--- src/rtl/core_mem.sv ---
// core_mem: memory-access stage turning EX_MEM into req/ack bus accesses and MEM_WB results.
// Define WIV_MEM_AMO_EN to add the AMO read-modify-write sequence (AMO_WR state).
package core_mem_pkg;
  typedef struct packed {
    logic        valid;
    logic [63:0] PC;
    logic [2:0]  funct3;
    logic [4:0]  funct5;
    logic [63:0] data;
    logic [63:0] addr;
    logic [4:0]  rd;
    logic        we;
    logic        ld;
    logic        st;
    logic [11:0] csr;
    logic [63:0] csr_data;
    logic        csr_st;
    logic        amo;
  } EX_MEM_t;
  typedef struct packed {
    logic        valid;
    logic [63:0] PC;
    logic [4:0]  rd;
    logic        we;
    logic [63:0] data;
    logic [11:0] csr;
    logic [63:0] csr_data;
    logic        csr_st;
  } MEM_WB_t;
endpackage

module core_mem
  import core_mem_pkg::*;
#(
  parameter int XLEN = 64
) (
  input  logic            i_clk,
  input  logic            i_reset_n,
  input  EX_MEM_t         i_EX_MEM,
  output MEM_WB_t         o_MEM_WB,
  input  logic            i_flush,
  output logic            o_stall,
  output logic            o_mem_req,
  output logic            o_mem_we,
  output logic [XLEN-1:0] o_mem_addr,
  output logic [7:0]      o_mem_be,
  output logic [XLEN-1:0] o_mem_wdata,
  input  logic            i_mem_ack,
  input  logic [XLEN-1:0] i_mem_rdata,
  output logic            o_misaligned,
  output logic [XLEN-1:0] o_misaligned_addr
);
`ifdef WIV_MEM_AMO_EN
  typedef enum logic [1:0] {IDLE, ACCESS, AMO_WR} state_t;
`else
  typedef enum logic [1:0] {IDLE, ACCESS} state_t;
`endif
  state_t state;
  MEM_WB_t pass_wb, pend;
  logic lr, sc, rmw, memop, mis, go, fault, flushed, req_load;
  logic [2:0] req_f3, req_off;
  logic [7:0] size_mask;

  function automatic logic [63:0] ext(logic [63:0] w, logic [2:0] f3, logic [2:0] off);
    logic [63:0] s;
    s = w >> {off, 3'b000};
    return f3[1:0] == 2'd0 ? {{56{s[7] & !f3[2]}}, s[7:0]} :
           f3[1:0] == 2'd1 ? {{48{s[15] & !f3[2]}}, s[15:0]} :
           f3[1:0] == 2'd2 ? {{32{s[31] & !f3[2]}}, s[31:0]} : s;
  endfunction

  assign lr = i_EX_MEM.amo && i_EX_MEM.funct5 == 5'b00010;
  assign sc = i_EX_MEM.amo && i_EX_MEM.funct5 == 5'b00011;
  assign rmw = i_EX_MEM.amo && !lr && !sc;
  assign memop = i_EX_MEM.valid && (i_EX_MEM.ld || i_EX_MEM.st || i_EX_MEM.amo);
  assign size_mask = i_EX_MEM.funct3[1:0] == 2'd0 ? 8'h01 :
                     i_EX_MEM.funct3[1:0] == 2'd1 ? 8'h03 :
                     i_EX_MEM.funct3[1:0] == 2'd2 ? 8'h0F : 8'hFF;
  assign mis = |(i_EX_MEM.addr[2:0] & {&i_EX_MEM.funct3[1:0], i_EX_MEM.funct3[1], |i_EX_MEM.funct3[1:0]});
  assign fault = memop && mis && !i_flush;
  // one struct serves both the pass-through result and the pending memop result
  assign pass_wb = '{valid: i_EX_MEM.valid && !memop, PC: i_EX_MEM.PC, rd: i_EX_MEM.rd,
                     we: i_EX_MEM.we && !i_EX_MEM.st, data: sc ? '0 : i_EX_MEM.data,
                     csr: i_EX_MEM.csr, csr_data: i_EX_MEM.csr_data, csr_st: i_EX_MEM.csr_st};

`ifdef WIV_MEM_AMO_EN
  logic req_rmw;
  logic [4:0] req_f5;
  logic [63:0] old, old_v, src;

  function automatic logic [63:0] amo_f(logic [4:0] f5, logic [63:0] a, logic [63:0] b);
    logic lt, ltu;
    lt = $signed(a) < $signed(b);
    ltu = a < b;
    return f5 == 5'b00001 ? b : f5 == 5'b00000 ? a + b : f5 == 5'b00100 ? a ^ b :
           f5 == 5'b01100 ? a & b : f5 == 5'b01000 ? a | b : f5 == 5'b10000 ? (lt ? a : b) :
           f5 == 5'b10100 ? (lt ? b : a) : f5 == 5'b11000 ? (ltu ? a : b) : (ltu ? b : a);
  endfunction

  assign old_v = ext(i_mem_rdata, req_f3, req_off);
  assign src = req_f3[0] ? pend.data : {{32{pend.data[31]}}, pend.data[31:0]};
  assign go = memop && !mis && !i_flush;
  assign o_stall = state == IDLE ? go : !(i_mem_ack && (state == AMO_WR || !req_rmw));
`else
  assign go = memop && !mis && !i_flush && !rmw;
  assign o_stall = state == IDLE ? go : !i_mem_ack;
`endif

  always_ff @(posedge i_clk or negedge i_reset_n)
    if (!i_reset_n) begin
      state <= IDLE;
      o_MEM_WB <= '0;
      pend <= '0;
      flushed <= 1'b0;
      req_load <= 1'b0;
      req_f3 <= '0;
      req_off <= '0;
      o_mem_req <= 1'b0;
      o_mem_we <= 1'b0;
      o_mem_addr <= '0;
      o_mem_be <= '0;
      o_mem_wdata <= '0;
      o_misaligned <= 1'b0;
      o_misaligned_addr <= '0;
`ifdef WIV_MEM_AMO_EN
      req_rmw <= 1'b0;
      req_f5 <= '0;
      old <= '0;
`endif
    end else begin
      o_misaligned <= 1'b0;
      case (state)
        IDLE: begin
          o_MEM_WB <= i_flush ? '0 : pass_wb;
          o_misaligned <= fault;
          if (fault) o_misaligned_addr <= i_EX_MEM.addr;
          if (go) begin
            state <= ACCESS;
            pend <= pass_wb;
            flushed <= 1'b0;
            req_load <= i_EX_MEM.ld || lr;
            req_f3 <= i_EX_MEM.funct3;
            req_off <= i_EX_MEM.addr[2:0];
            o_mem_req <= 1'b1;
            o_mem_we <= i_EX_MEM.st || sc;
            o_mem_addr <= {i_EX_MEM.addr[XLEN-1:3], 3'b000};
            o_mem_be <= size_mask << i_EX_MEM.addr[2:0];
            o_mem_wdata <= i_EX_MEM.data << {i_EX_MEM.addr[2:0], 3'b000};
`ifdef WIV_MEM_AMO_EN
            req_rmw <= rmw;
            req_f5 <= i_EX_MEM.funct5;
`endif
          end
        end
        ACCESS: begin
          if (i_flush) flushed <= 1'b1;
`ifdef WIV_MEM_AMO_EN
          if (i_mem_ack && req_rmw) begin
            state <= AMO_WR;
            old <= old_v;
            o_mem_we <= 1'b1;
            o_mem_wdata <= amo_f(req_f5, old_v, src) << {req_off, 3'b000};
          end else
`endif
          if (i_mem_ack) begin
            state <= IDLE;
            o_mem_req <= 1'b0;
            o_MEM_WB <= pend;
            o_MEM_WB.valid <= !flushed && !i_flush;
            if (req_load) o_MEM_WB.data <= ext(i_mem_rdata, req_f3, req_off);
          end
        end
`ifdef WIV_MEM_AMO_EN
        AMO_WR: begin
          if (i_flush) flushed <= 1'b1;
          if (i_mem_ack) begin
            state <= IDLE;
            o_mem_req <= 1'b0;
            o_MEM_WB <= pend;
            o_MEM_WB.valid <= !flushed && !i_flush;
            o_MEM_WB.data <= old;
          end
        end
`endif
        default: state <= IDLE;
      endcase
    end
endmodule

--- config.mk ---
export PLATFORM = sky130hd
export DESIGN_NAME = core_mem
export DESIGN_NICKNAME = d
export VERILOG_FILES = /design/src/rtl/core_mem.sv
export SDC_FILE = /design/constraint.sdc
export NUM_CORES = 1
export LEC_CHECK = 0
export ABC_AREA = 1
export CAP_MARGIN = 20
export CORE_AREA = 3 3 302 304
export CTS_BUF_LIST = sky130_fd_sc_hd__clkbuf_4
export DETAILED_ROUTE_END_ITERATION = 10
export DIE_AREA = 0 0 305 307
export PLACE_DENSITY = 0.55
export SLEW_MARGIN = 5
export SYNTH_ARGS = -nofsm -noshare
export SYNTH_HDL_FRONTEND = slang
export SYNTH_SLANG_ARGS = --single-unit
--- constraint.sdc ---
create_clock -name i_clk -period 3.18 [get_ports i_clk]
set_clock_uncertainty 0.1 [all_clocks]
set_input_delay 0.795 -clock i_clk [delete_from_list [all_inputs] [get_ports i_clk]]
set_output_delay 0.795 -clock i_clk [all_outputs]
set_load 0.05 [all_outputs]
# Word-level counts from Yosys, hierarchy flattened
# Cells that the tools add are included.
# word_totals
reg_bits	633
# op_classes
reduce_logical	40
muxes	22
shifts	3
bitwise	4
eq_ne	10
# ops
cell	count
212-bit two-way mux	2
212-bit one-hot mux with 2 select lines	1
64-bit two-way mux	5
64-bit by 6-bit left shift with 64-bit output	1
64-bit by 6-bit right shift with 64-bit output	1
8-bit two-way mux	3
1-bit logical AND	13
5-bit by 2-bit equality test with 1-bit output, second input constant	2
1-bit zero test	10
2-bit AND reduction	5
8-bit by 3-bit left shift with 8-bit output	1
2-bit by 1-bit equality test with 1-bit output, second input constant	3
2-bit zero test	3
1-bit two-way mux	6
2-bit inequality test, second input constant	3
3-bit AND reduction	2
2-bit equality test, second input constant	2
1-bit logical OR	4
2-bit two-way mux	2
1-bit one-hot mux with 2 select lines	2
2-bit one-hot mux with 2 select lines	1
1-bit AND	3
3-bit AND	1
3-bit OR reduction	1
2 further kinds	2

# Depth between registers and ports, before layout
# Gate-level depths: netlist (run 1).
# depth
word_depth	9
mapped_depth	12

# Least setup slack after synthesis (run 1)
# OpenSTA, ideal clock, no wires.
# synth_path
kind	input port to output port
start	in i_EX_MEM[87] (netlist name)
end	out o_stall
path_buffers	4
path_stages	9
setup_slack_ns	0.035
t_required_ns	2.285
arrival_time_ns	2.250
path_cell_list	buf_2 -> inv_2 -> nand2_1 -> a21oi_2 -> nand3_2 -> buf_6 -> buf_2 -> buf_2 -> nand2_1
# synth_via
elab_chain_cells	7
# synth_lines
element	line	rtl
from (decl)	39	input EX_MEM_t i_EX_MEM,
3-bit AND	79	assign mis = |(i_EX_MEM.addr[2:0] & {&i_EX_MEM.funct3[1:0], i_EX_MEM.funct3[1], |i_EX_MEM.funct3[1:0]});
3-bit OR reduction	79	
1-bit zero test	105	assign go = memop && !mis && !i_flush && !rmw;
1-bit logical AND (3 in series)	105	
1-bit two-way mux	106	assign o_stall = state == IDLE ? go : !i_mem_ack;
to (decl)	42	output logic o_stall,
# No other way between the ends.

# Final worst setup path (run 1)
# layout_path
start	in i_EX_MEM[219] (netlist name)
end	out o_stall
# layout_via
elab_chain_cells	8
elab_cells_between_ends	9
# layout_lines
element	line
2-bit OR reduction / 2-bit AND reduction (equally long branches)	79
3-bit AND *	79
3-bit OR reduction *	79
1-bit zero test *	105
1-bit logical AND * (3 in series)	105
1-bit two-way mux *	106
# Every way passes the cells marked *; elsewhere a longest branch is shown, timed or not.

==> results.json, run 1 <==
{
  "final_report_setup_violation_count": 1,
  "design.die.area_um2": 93640,
  "hold_viol_final": 0,
  "tritoncts": "yes",
  "cts_root_buffer": "sky130_fd_sc_hd__clkbuf_4",
  "stdcell_count": 5863,
  "period_needed_ns": 3.245,
  "hold_depth": 5,
  "routabilityCongestion": 0.9216,
  "cp_max_fo": 3,
  "timing.slew.headroom": 0.2319,
  "seqPwrFrac": 0.374,
  "seq_area_frac_synth": 0.5293,
  "dp_cells": 5527,
  "critPathArrivalTime_ns": 2.35,
  "floorplan.rows": 109,
  "regArea_um2": 15790,
  "wl_per_cell_um": 20.89,
  "synth_mux_area_frac": 0.001678,
  "fmax_mhz": 308.2,
  "number_of_global_route_vias_before_repair": 27530,
  "floorplan.io_pins": 771,
  "critical_path_startpoint_category": "primary input",
  "synth-adder-area-share": 0,
  "initialDrtViolationCount": 2316,
  "cts.reportedPaths.clkPinSlew_ns": 0.06,
  "number_of_enable_flip_flop_cells_after_synthesis": 0,
  "grt_antenna_before_repair": 14,
  "clock_power_share": 0.272,
  "die_w_um": 305,
  "detailedRoute.firstPassIterationCount": 5,
  "synth_area_in_compound_gates": 0.1593,
  "multiInputGateArea_um2": 11740,
  "violations": "negative setup slack",
  "final_max_slew_viol_count": 0,
  "numCtsBuffers": 180,
  "yosys_warnings": 0,
  "total_leakage_power_nw": 20.58,
  "swShare": 0.4165,
  "drtAntennaViolNets": 0,
  "finalCritPeriodShare": 1.020,
  "die_h_um": 307,
  "cts_max_path_buffers": 3,
  "start_util": 0.3370,
  "synthToLayoutAreaGrowth_pct": 37.60,
  "synthXorXnorAreaFrac": 0,
  "status": "finished, violations left",
  "p_int_mw": 16.44,
  "worstSetupEndpointType": "output port",
  "clock_sinks": 631,
  "timing_worst_slew_pin_value_ns": 1.152,
  "summed_instance_area_of_the_synthesized_netlist_um2": 29830,
  "unrepaired_setup_endpoints_after_global_routing": "yes",
  "worst_skew_pair.late_latency_ns": 1.06,
  "nFillCells": 8979,
  "setup.worst_path.class": "primary input to output port",
  "layout.cells.most_common": "sky130_fd_sc_hd__nand2_1",
  "drive_gt1_frac": 0.1032,
  "num-nets-final": 4905,
  "post_synth_inst_count": 3739,
  "hpwl_um": 88160,
  "post-route-util": 0.4638,
  "net_switching_power_figure_mw": 11.74,
  "grt_max_degree": 214,
  "layout_setup_ws_ns": -0.06458,
  "worst_ep_required_time_ns": 2.28,
  "grt_util_all_layers": 0.2549,
  "synth_seq_cells": 631,
  "ys_dominant_reg_cell": "sky130_fd_sc_hd__dfrtp_1",
  "fp.coreArea_um2": 88510,
  "clock_tree.htree_level_count": 4,
  "p_comb_frac": 0.354,
  "async_reset_ff_frac": 1.000,
  "post_synth_num_cell_types": 38,
  "avgViaCountPerCell": 4.940,
  "post_synthesis_mean_instance_area_um2": 7.979,
  "via_count": 28960,
  "max-vdd-ir-drop_uv": 403.0,
  "port_buffers": 767,
  "length_in_cells_of_the_worst_reg_to_reg_path": 8,
  "grt.overflow.total": 0,
  "drt-total-wl_um": 122500,
  "synth-simple-area-share": 0.2307,
  "grt_first_pass_wirelength_um": 179800,
  "drc": 0,
  "drv_cap": 0,
  "most-common-layout-cells": "1321 x sky130_fd_sc_hd__nand2_1, 629 x sky130_fd_sc_hd__dfrtp_1, 411 x sky130_fd_sc_hd__dlygate4sd2_1",
  "holdCritPathClass": "primary input to register",
  "power.density_cell_area_nw_per_um2": 686.4,
  "main_combinational_cell_family_by_area_after_synthesis": "simple AND/OR/NAND/NOR gates"
}
repair_timing:
| item | CTS | global route |
|---|---|---|
| gates resized for setup | 415 | 0 |
| hold buffers | 3 | 0 |
| endpoints found under the setup margin | 413 | 1 |
| buffers inserted | 2 | 1 |
| cloned | 0 | 0 |
| hold endpoints to repair | 467 | 0 |
state kept, by name, indices dropped and copies added, names as in the netlist:
signal and cells:
flushed 1, o_MEM_WB 212, o_mem_addr 61, o_mem_be 8, o_mem_req 1, o_mem_wdata 64, o_mem_we 1, o_misaligned 1
o_misaligned_addr 64, pend 211, req_f3 3, req_load 1, req_off 3
layer usage:
layer,GRT usage,wire length [um],vias to the layer above
met5,0.01264,245,-
met4,0.1075,4726,14
met3,0.08588,11120,209
met2,0.3969,55620,1249
met1,0.3238,50790,13610
li1,-,-,13880
power groups by stage:
stage	clock [mW]	sequential [mW]	combinational (mW)
floorplan	0	13.4	3.38
global placement	0	10.7	10.5
detailed placement	0	10.7	10.5
CTS	7.93	10.5	9.98
global route	8.38	10.7	10.7
finish	7.66	10.5	9.98
kinds of logic after synthesis:
family | Yosys count
and+or+nand+nor | 1735
AOI/OAI and AO/OA | 800
DFF | 631
buffers and inverters | 567
muxes | 5
other | 1
critical path, stage by stage:
cell                              delay, ns
sky130_fd_sc_hd__clkdlybuf4s50_1       0.45
sky130_fd_sc_hd__inv_1                 0.10
sky130_fd_sc_hd__o21ai_1               0.09
sky130_fd_sc_hd__a21oi_2               0.52
sky130_fd_sc_hd__nand3_4               0.16
sky130_fd_sc_hd__nand2_4               0.10
sky130_fd_sc_hd__buf_12                0.13
Yosys cell counts (all sizes together) (5+ instances only):
cell type | count | share of area
nand2 | 1326 | 0.17
dfrtp | 631 | 0.53
o21ai | 505 | 0.085
inv | 293 | 0.037
nand3 | 206 | 0.035
o211ai | 202 | 0.051
nor2 | 161 | 0.021
clkbuf | 146 | 0.018
buf | 127 | 0.023
a21oi | 53 | 0.0094
o31ai | 29 | 0.011
or2 | 26 | 0.0055
nor3 | 7 | 0.0012
nand4 | 6 | 0.0013
o311ai | 6 | 0.0018
mux2i | 5 | 0.0017
worst paths after layout:
| kind | start | to | slack [ns] |
|---|---|---|---|
| setup / recovery | i_EX_MEM[219] | o_stall | -0.06 |
| hold / removal | i_EX_MEM[86] | o_mem_be[0] | 0.16 |
| setup reg to reg | req_off[0] | o_MEM_WB[91] | 0.71 |
| hold reg to reg | o_misaligned_addr[30] | o_misaligned_addr[30] | 0.37 |
| max in group asynchronous | i_reset_n | o_MEM_WB[204] | 1.30 |
| min in group asynchronous | i_reset_n | o_MEM_WB[57] | 0.30 |
area by class of cell:
| cell class | instances | area share |
|---|---|---|
| clock buffer | 267 | 0.04883 |
| inverter | 294 | 0.02701 |
| clock inverter | 54 | 0.006980 |
| antenna | 9 | 0.0005486 |
| sequential | 631 | 0.3847 |
| timing repair buffer | 900 | 0.2103 |
| tap | 1165 | 0.03551 |
| multi-input combinational | 2543 | 0.2861 |
per-stage QoR:
step           hold WS (ns)  cell area [um^2]  setup WS, ns  TNS [ns]  total power [mW]
2_1_floorplan        0.3527             29840       0.03498         0             16.82
6_report             0.1595             41050      -0.06458  -0.06458             28.18
4_1_cts             0.01413             41020       -0.1773   -0.1773             28.45
3_3_place_gp         0.3657             39190      -0.06401  -0.06401             21.16
5_1_grt             0.06452             41040       -0.1763   -0.1763             29.78
3_5_place_dp         0.3691             39190      -0.05630  -0.05630             21.21
No activity file was read; power rests on OpenSTA's default activity.
==> run 2: changes to the inputs <==
- SKIP_LAST_GASP: not set -> 1
==> results.json, run 2 (synthesis gave the netlist of run 1 again) <==
{
  "status": "finished, violations left",
  "violations": "negative setup slack",
  "critical_path_startpoint_category": "primary input",
  "setup.worst_path.class": "primary input to output port",
  "seqPwrFrac": 0.374,
  "setup.reg_to_reg.worst_slack_ns": 0.72,
  "number_of_global_route_vias_before_repair": 27530,
  "cts_max_path_buffers": 3,
  "routabilityCongestion": 0.9216,
  "detailedRoute.firstPassIterationCount": 6,
  "timing.slew.headroom": 0.2313,
  "total_leakage_power_nw": 20.58,
  "power.density_cell_area_nw_per_um2": 686.4,
  "grt_max_degree": 214,
  "port_buffers": 767,
  "multiInputGateArea_um2": 11740,
  "unrepaired_setup_endpoints_after_global_routing": "yes",
  "fp.coreArea_um2": 88510,
  "synthToLayoutAreaGrowth_pct": 37.60,
  "layout.cells.most_common": "sky130_fd_sc_hd__nand2_1",
  "num-nets-final": 4905,
  "initialDrtViolationCount": 2316,
  "drtAntennaViolNets": 0,
  "grt_antenna_before_repair": 14,
  "stdcell_count": 5863,
  "wl_per_cell_um": 20.90,
  "whs_ns": 0.1584,
  "worstSetupEndpointType": "output port",
  "final_report_setup_violation_count": 1,
  "net_switching_power_figure_mw": 11.74,
  "reg.largest.list": "o_MEM_WB: 212 flops, pend: 211 flops",
  "die_w_um": 305,
  "clock_tree.htree_level_count": 4,
  "period_needed_ns": 3.245,
  "clock_sinks": 631,
  "layout_setup_ws_ns": -0.06459,
  "hold_viol_final": 0,
  "die_h_um": 307,
  "p_int_mw": 16.44,
  "worst_path_largest_cell_delay_ns": 0.52,
  "avgViaCountPerCell": 4.947,
  "regArea_um2": 15790,
  "start_util": 0.3370,
  "floorplan.rows": 109,
  "max_reg_flops": 212,
  "grt_util_all_layers": 0.2549,
  "holdCritPathClass": "primary input to register",
  "drive_gt1_frac": 0.1032,
  "drt-total-wl_um": 122600,
  "p_comb_frac": 0.354,
  "swShare": 0.4166,
  "final_max_slew_viol_count": 0,
  "cts_root_buffer": "sky130_fd_sc_hd__clkbuf_4",
  "place_worst_setup_slack_ns": -0.05630,
  "fmax_mhz": 308.2,
  "grt.overflow.total": 0,
  "design.die.area_um2": 93640,
  "cp_max_fo": 3,
  "most-common-layout-cells": "1321 x sky130_fd_sc_hd__nand2_1, 629 x sky130_fd_sc_hd__dfrtp_1, 412 x sky130_fd_sc_hd__dlygate4sd2_1",
  "tritoncts": "yes",
  "clock_power_share": 0.272,
  "worst_skew_pair.late_latency_ns": 1.06,
  "numCtsBuffers": 180,
  "worstPathCellList": "clkdlybuf4s50_1, inv_1, o21ai_1, a21oi_2, nand3_4, nand2_4, buf_12",
  "drv_cap": 0,
  "worst_ep_required_time_ns": 2.28,
  "hpwl_um": 88160,
  "p_total_mw": 28.18,
  "drc": 0,
  "dp_cells": 5527,
  "timing_worst_slew_pin_value_ns": 1.153,
  "critPathArrivalTime_ns": 2.35,
  "via_count": 29000,
  "top_register": "o_MEM_WB",
  "critical_path.slowest_cell": "sky130_fd_sc_hd__a21oi_2",
  "nFillCells": 8980,
  "max-vdd-ir-drop_uv": 403.2,
  "cts.reportedPaths.clkPinSlew_ns": 0.06,
  "grt_first_pass_wirelength_um": 179800,
  "floorplan.io_pins": 771,
  "finalCritPeriodShare": 1.020
}
==> run 2: cell count changes in the layout (fill, tap and decap cells not counted) <==
cell                              previous run  this run
sky130_fd_sc_hd__clkdlybuf4s15_1             1         0
sky130_fd_sc_hd__dlygate4sd2_1             411       412
==> run 2: area by class of cell <==
| cell class | instances | share of cell area |
|---|---|---|
| clock buffers | 267 | 0.04883 |
| well taps | 1165 | 0.03551 |
| repair buffers | 900 | 0.2103 |
| flip-flops and latches | 631 | 0.3847 |
| inverters | 294 | 0.02701 |
| multi-input cells | 2543 | 0.2861 |
| diodes | 9 | 0.0005487 |
| clock inverters | 54 | 0.006980 |
==> run 2: worst max-delay path: cells and delay by family <==
kind / cells / cell delay (ns)
compound gates: 2 / 0.61
buf+inv: 3 / 0.68
simple gates: 2 / 0.26
==> run 2: worst paths after layout <==
kind                                            start                     to  cells past startpoint
worst max register to register             req_off[0]           o_MEM_WB[91]                      8
worst min register to register  o_misaligned_addr[30]  o_misaligned_addr[30]                      2
worst min-delay path                     i_EX_MEM[86]            o_mem_be[0]                      5
min in group asynchronous                   i_reset_n           o_MEM_WB[57]                      3
worst max-delay path                    i_EX_MEM[219]                o_stall                      7
max in group asynchronous                   i_reset_n          o_MEM_WB[204]                      3
==> run 2: timing repair <==
item	4_1_cts	5_1_grt
pin swaps	0	0
hold buffers	3	0
gates resized for setup	414	0
setup buffers	2	1
setup endpoints to repair	413	1
endpoints found under the hold margin	467	0
==> run 2: stage by stage <==
stage | setup TNS (ns) | utilization | area (um^2)
floorplan | 0 | - | 29840
global placement | -0.06401 | 0.4428 | 39190
detailed placement | -0.05630 | 0.4428 | 39190
CTS | -0.1855 | 0.4634 | 41020
global route | -0.1763 | 0.4637 | 41040
finish | -0.06459 | 0.4638 | 41050
==> run 2: routing by layer <==
layer / global-route usage / part of all wire / vias to the layer above
met5: 0.01264 / 0.0020 / -
met1: 0.3238 / 0.41 / 13630
met3: 0.08588 / 0.092 / 210
li1: - / - / 13880
met4: 0.1075 / 0.038 / 14
met2: 0.3969 / 0.45 / 1273
==> run 2: power groups by stage <==
| stage | registers [mW] | clock network, mW | logic (mW) |
|---|---|---|---|
| after CTS | 10.5 | 7.93 | 9.98 |
| final | 10.5 | 7.66 | 9.98 |
| after global routing | 10.7 | 8.38 | 10.7 |
| after detailed placement | 10.7 | 0 | 10.5 |
| after global placement | 10.7 | 0 | 10.5 |
| after floorplan | 13.4 | 0 | 3.38 |
